**src/rtl/loader_pkg.sv**
```systemverilog
// rtl/loader_pkg.sv - shared FSM encoding and image-format constants for program_loader
package loader_pkg;

    typedef logic [2:0] state_t;

    localparam state_t HDR_HI  = 3'd0;
    localparam state_t HDR_LO  = 3'd1;
    localparam state_t LOAD    = 3'd2;
    localparam state_t CHECK   = 3'd3;
    localparam state_t RELEASE = 3'd4;
    localparam state_t DONE    = 3'd5;
    localparam state_t ERROR   = 3'd6;

    localparam int HDR_BYTES  = 2;
    localparam int WORD_BYTES = 4;

    // States in which the loader takes bytes from the stream.
    function automatic logic accepts_bytes(input state_t s);
        return (s == HDR_HI) || (s == HDR_LO) || (s == LOAD) || (s == CHECK);
    endfunction

endpackage

```
**src/rtl/word_packer.sv**
```systemverilog
// rtl/word_packer.sv - packs big-endian bytes into 32-bit words, first byte lands in [31:24]
import loader_pkg::*;

module word_packer (
    input  logic        clk,
    input  logic        rst_n,
    input  logic        shift_en,
    input  logic [7:0]  byte_in,
    output logic        word_valid,
    output logic [31:0] word
);

    logic [23:0] shreg;
    logic [1:0]  byte_cnt;

    // The 4th byte completes the word combinationally so the caller can register it on the same edge.
    assign word_valid = shift_en && (byte_cnt == 2'(WORD_BYTES - 1));
    assign word       = {shreg, byte_in};

    // Shift accepted bytes in and count position within the current word.
    always_ff @(posedge clk or negedge rst_n) begin
        if (!rst_n) begin
            shreg    <= '0;
            byte_cnt <= '0;
        end else if (shift_en) begin
            shreg    <= {shreg[15:0], byte_in};
            byte_cnt <= byte_cnt + 2'd1;
        end
    end

endmodule

```
**src/rtl/program_loader.sv**
```systemverilog
// rtl/program_loader.sv - boot loader writing a streamed image to imem, optional checksum via LOADER_CHECKSUM_EN
import loader_pkg::*;

module program_loader #(
    parameter int ADDR_W = 10
) (
    input  logic              clk,
    input  logic              rst_n,
    input  logic [7:0]        rx_data,
    input  logic              rx_valid,
    output logic              rx_ready,
    output logic              imem_we,
    output logic [ADDR_W-1:0] imem_addr,
    output logic [31:0]       imem_wdata,
    output logic              start_up,
    output logic              busy,
    output logic              done,
    output logic              error
);

`ifdef LOADER_CHECKSUM_EN
    localparam state_t POST_LOAD = CHECK;
`else
    localparam state_t POST_LOAD = RELEASE;
`endif

    state_t          state;
    logic [7:0]      hdr_hi;
    logic [ADDR_W:0] n_words;
    logic [ADDR_W:0] word_cnt;
    logic            release_wait;
    logic            accept;
    logic            shift_en;
    logic            word_valid;
    logic [31:0]     packed_word;
    logic [15:0]     hdr_n;
    logic            oversize;
    logic            last_word;

    assign rx_ready  = rst_n && accepts_bytes(state);
    assign accept    = rx_valid && rx_ready;
    assign shift_en  = accept && (state == LOAD);
    assign hdr_n     = {hdr_hi, rx_data};
    assign oversize  = 32'(hdr_n) > (32'd1 << ADDR_W);
    assign last_word = (word_cnt + (ADDR_W+1)'(1)) == n_words;

    assign start_up = (state != DONE);
    assign done     = (state == DONE);
    assign error    = (state == ERROR);
    assign busy     = (state == HDR_LO) || (state == LOAD) || (state == CHECK) || (state == RELEASE);

    word_packer u_packer (
        .clk        (clk),
        .rst_n      (rst_n),
        .shift_en   (shift_en),
        .byte_in    (rx_data),
        .word_valid (word_valid),
        .word       (packed_word)
    );

`ifdef LOADER_CHECKSUM_EN
    logic [7:0] csum;

    // Running XOR of every payload byte, compared against the trailer.
    always_ff @(posedge clk or negedge rst_n) begin
        if (!rst_n) begin
            csum <= '0;
        end else if (shift_en) begin
            csum <= csum ^ rx_data;
        end
    end
`endif

    // Load sequencing plus the registered instruction-memory write port.
    always_ff @(posedge clk or negedge rst_n) begin
        if (!rst_n) begin
            state        <= HDR_HI;
            hdr_hi       <= '0;
            n_words      <= '0;
            word_cnt     <= '0;
            release_wait <= 1'b0;
            imem_we      <= 1'b0;
            imem_addr    <= '0;
            imem_wdata   <= '0;
        end else begin
            imem_we <= 1'b0;
            case (state)
                HDR_HI: begin
                    if (accept) begin
                        hdr_hi <= rx_data;
                        state  <= HDR_LO;
                    end
                end
                HDR_LO: begin
                    if (accept) begin
                        n_words <= hdr_n[ADDR_W:0];
                        if (hdr_n == 16'd0) begin
                            state <= POST_LOAD;
                        end else if (oversize) begin
                            state <= ERROR;
                        end else begin
                            state <= LOAD;
                        end
                    end
                end
                LOAD: begin
                    if (word_valid) begin
                        imem_we    <= 1'b1;
                        imem_addr  <= word_cnt[ADDR_W-1:0];
                        imem_wdata <= packed_word;
                        word_cnt   <= word_cnt + (ADDR_W+1)'(1);
                        if (last_word) begin
                            state <= POST_LOAD;
                        end
                    end
                end
                CHECK: begin
`ifdef LOADER_CHECKSUM_EN
                    if (accept) begin
                        state <= (rx_data == csum) ? RELEASE : ERROR;
                    end
`else
                    state <= ERROR;
`endif
                end
                RELEASE: begin
                    // Two cycles here: the last write lands, then the processor is let go.
                    if (release_wait) begin
                        state <= DONE;
                    end else begin
                        release_wait <= 1'b1;
                    end
                end
                DONE:    state <= DONE;
                ERROR:   state <= ERROR;
                default: state <= ERROR;
            endcase
        end
    end

endmodule

```
**config.mk**
```make
export PLATFORM = sky130hd
export DESIGN_NAME = program_loader
export DESIGN_NICKNAME = d
export VERILOG_FILES = /design/src/rtl/loader_pkg.sv /design/src/rtl/word_packer.sv /design/src/rtl/program_loader.sv
export SDC_FILE = /design/constraint.sdc
export NUM_CORES = 1
export LEC_CHECK = 0
export ABC_AREA = 1
export BUFFER_PORTS_ARGS = -buffer_cell sky130_fd_sc_hd__buf_2
export CORE_UTILIZATION = 60
export CTS_BUF_LIST = sky130_fd_sc_hd__clkbuf_4
export DETAILED_ROUTE_END_ITERATION = 10
export MAX_ROUTING_LAYER = met4
export PLACE_DENSITY = 0.84
export SLEW_MARGIN = 30
export SYNTH_ARGS = -nofsm -noshare
export SYNTH_HDL_FRONTEND = slang
export SYNTH_HIERARCHICAL = 1
export SYNTH_SLANG_ARGS = --single-unit
```
**constraint.sdc**
```tcl
create_clock -name clk -period 2.1 [get_ports clk]
set_clock_uncertainty 0.05 [all_clocks]
set_input_delay 0.42 -clock clk [delete_from_list [all_inputs] [get_ports clk]]
set_output_delay 0.42 -clock clk [all_outputs]
set_load 0.01 [all_outputs]
```
==> flow_summary.json <==
{
  "status": "finished, final reports clean",
  "die_x_um": 89.3,
  "synth.yosys.seq_area_share_pct": 56.3,
  "final-hold-violation-count": 0,
  "portBuffers": 58,
  "post-dp-hpwl_um": 6900,
  "hold_depth": 3,
  "finalSetupTns_ns": 0,
  "drc": 0,
  "synthAdderAreaFrac_pct": 0.547,
  "place_area_um2": 4890,
  "period_share_pct": 94.3,
  "crit_fanout": 5,
  "io_pins": 59,
  "wl_per_cell_um": 14.1,
  "synthTopCellsByArea": "dfrtp_1 56%, nand2_1 20%, o21ai_0 3.9%",
  "syn2layout_area_growth_pct": 11.0,
  "drt-total-wl_um": 10100,
  "critPathArrivalTime_ns": 2.28,
  "crit-reg2reg-launch": "word_cnt[1]",
  "ir_worst_vdd_uv": 415,
  "diodes": 0,
  "gp_congestion": 0.850,
  "power_density_nw_per_um2": 607,
  "ys_async_sr_fraction_pct": 100,
  "ys_seq_elements": 103,
  "synth.area.mux_share_pct": 0,
  "cts_buffer_depth": 2,
  "cts_tree": "done",
  "nets": 625,
  "grt_max_degree": 63,
  "synth_fp_nets": 571,
  "vias_per_cell": 5.26,
  "grt-ovfl-total": 0,
  "final_area_um2": 5080,
  "synth_cell_types": 24,
  "worst_pin_slew_ns": 0.752,
  "die_h_um": 89.3,
  "synth_simple_gate_area_share_pct": 29.6,
  "final_max_slew_viol_count": 0,
  "hold_path_class": "input port to flip-flop",
  "yosys.area_share.xor_xnor_pct": 0.383,
  "ys.flop_type": "dfrtp_1",
  "r2r_end": "state[0]",
  "yosys.area.top_type_share_pct": 56.3,
  "syn_area_um2": 4580,
  "row_count": 31,
  "end_kind": "flip-flop",
  "synth_top_family_by_area": "simple AND/OR/NAND/NOR gates",
  "vias": 3763,
  "yosys_warnings": 6,
  "cp_data_required_time_ns": 2.40,
  "drtIter0Drc": 226,
  "clkLatencyLatePin_ns": 0.46,
  "grt_usage_pct": 28.7,
  "postRouteAntennaNets": 0,
  "maxCapViolCount": 0,
  "grt_pass1_vias": 3482,
  "synth_compound_area_share_pct": 5.25,
  "cellLeakagePower_nw": 2.88,
  "cp-start-kind": "flip-flop",
  "htreeDepth": 3,
  "crit_type": "flip-flop to flip-flop",
  "layout-drive-gt1-share_pct": 19.6,
  "yosysTopAreaCell": "dfrtp_1",
  "rrSetupSlack_ns": 0.12,
  "maxSlewHeadroom_pct": 49.9,
  "syn_inst": 558,
  "worstRegToRegCells": 12,
  "die-area_um2": 7980,
  "period_minus_slack_ns": 1.98,
  "core_um2": 7330,
  "fmax_mhz": 505,
  "cts_inserted_buffers": 9,
  "holdWs_ns": 0.176,
  "hold_end": "imem_wdata[1]",
  "holdCritStartpoint": "rx_data[1]",
  "antenna_found_initial": 0,
  "cts_sinks": 103,
  "synth_edf_count": 0,
  "synth.avg_cell_area_um2": 8.20,
  "setup_viol": 0,
  "root_buffer": "clkbuf_4",
  "grt_pass1_wl_um": 16300,
  "drt_first_pass_iters": 5,
  "clkTransAtPathRegs_ns": 0.17,
  "initial_utilization_pct": 62.4,
  "fillers": 586
}
sequential cells by signal, summed over array words and instances (netlist names):
signal             cells
imem_wdata            32
u_packer/shreg        24
n_words               11
word_cnt              11
imem_addr             10
hdr_hi                 8
state                  3
u_packer/byte_cnt      2
imem_we                1
release_wait           1
final cells by class:
cell class / count / area, um^2 / share of cell area, %
well taps: 99 / 124 / 2.44
clock inverters: 7 / 66.3 / 1.31
repair buffers: 70 / 398 / 7.83
multi-input cells: 384 / 1670 / 32.9
flip-flops and latches: 103 / 2580 / 50.8
inverters: 44 / 173 / 3.40
clock buffers: 9 / 67.6 / 1.33
stage by stage:
step	cells	worst slack [ns]	power, W	utilization [%]
3_5_place_dp	697	0.0823	0.00215	66.7
6_report	716	0.120	0.00308	69.3
5_1_grt	716	-0.0260	0.00318	69.3
2_1_floorplan	558	0.0102	0.00209	-
4_1_cts	714	0.0589	0.00311	68.6
3_3_place_gp	697	0.199	0.00215	66.7
cells in the mapped netlist, drive strengths merged, types with 2 or more instances:
library cell / count
a21oi: 7
dfrtp: 103
nand2: 270
o21ai: 41
clkbuf: 4
inv: 44
nand3: 26
nand4: 4
ha: 2
nor2: 29
buf: 23
worst max path at each step:
stage                     cells past startpoint        to        start  slack (ns)
final                                        12  state[0]  word_cnt[1]        0.12
after global routing                         15  state[0]     state[2]       -0.03
after CTS                                    13  state[0]  word_cnt[1]        0.06
after detailed placement                     17  state[0]        rst_n        0.08
after global placement                       17  state[2]        rst_n        0.20
after floorplan                              18  state[0]        rst_n        0.01
logic make-up (layout without fill, tap and decap cells):
logic type	after synthesis	in the layout
fa+ha+maj	2	2
buf+inv	71	130
flops	103	103
compound gates	48	48
xor+xnor	2	2
simple gates	332	332
repair_timing:
action | CTS | global route
endpoints found under the setup margin | 0 | 5
buffers inserted | 0 | 2
resized for setup | 0 | 12
hold buffers | 1 | 0
hold endpoints to repair | 41 | 0
placed cells by master, fill, tap and decap left out, types with 2 or more instances in the layout:
| master | count |
|---|---|
| nor2_2 | 4 |
| o21ai_0 | 36 |
| nor2_1 | 22 |
| nand3_1 | 26 |
| clkinv_4 | 2 |
| buf_4 | 11 |
| clkbuf_4 | 9 |
| inv_2 | 2 |
| nand2_1 | 247 |
| nand4_1 | 4 |
| dfrtp_1 | 101 |
| inv_1 | 41 |
| nor2_4 | 3 |
| dfrtp_2 | 2 |
| a21oi_1 | 7 |
| nand2_2 | 23 |
| o21ai_1 | 5 |
| buf_2 | 57 |
| inv_8 | 2 |
worst max-delay path, cell delays in order (launching register included):
cell	delay (ns)
dfrtp_2	0.45
ha_2	0.24
nand3_1	0.17
o21ai_0	0.26
nand2_1	0.12
nor2_1	0.13
nor2_1	0.05
nand2_1	0.07
nor2_2	0.04
nand2_1	0.07
nand2_2	0.06
nand3_1	0.11
nand2_1	0.07
power by group:
group / leakage, nW / switching, W / total (W) / internal, W
combinational: 1.45 / 0.0000794 / 0.000105 / 0.0000253
clock: 0.0712 / 0.000697 / 0.000965 / 0.000268
sequential: 1.36 / 0.0000102 / 0.00201 / 0.00200
layer usage:
metal  GRT usage [%]  wire [um]  vias up
met5               -          0        -
met4            12.3        252        0
met3            5.36        409       22
met2            47.5       5210      118
met1            34.6       4200     1810
li1                -          -     1813
Power figures use the tool's default switching activity.
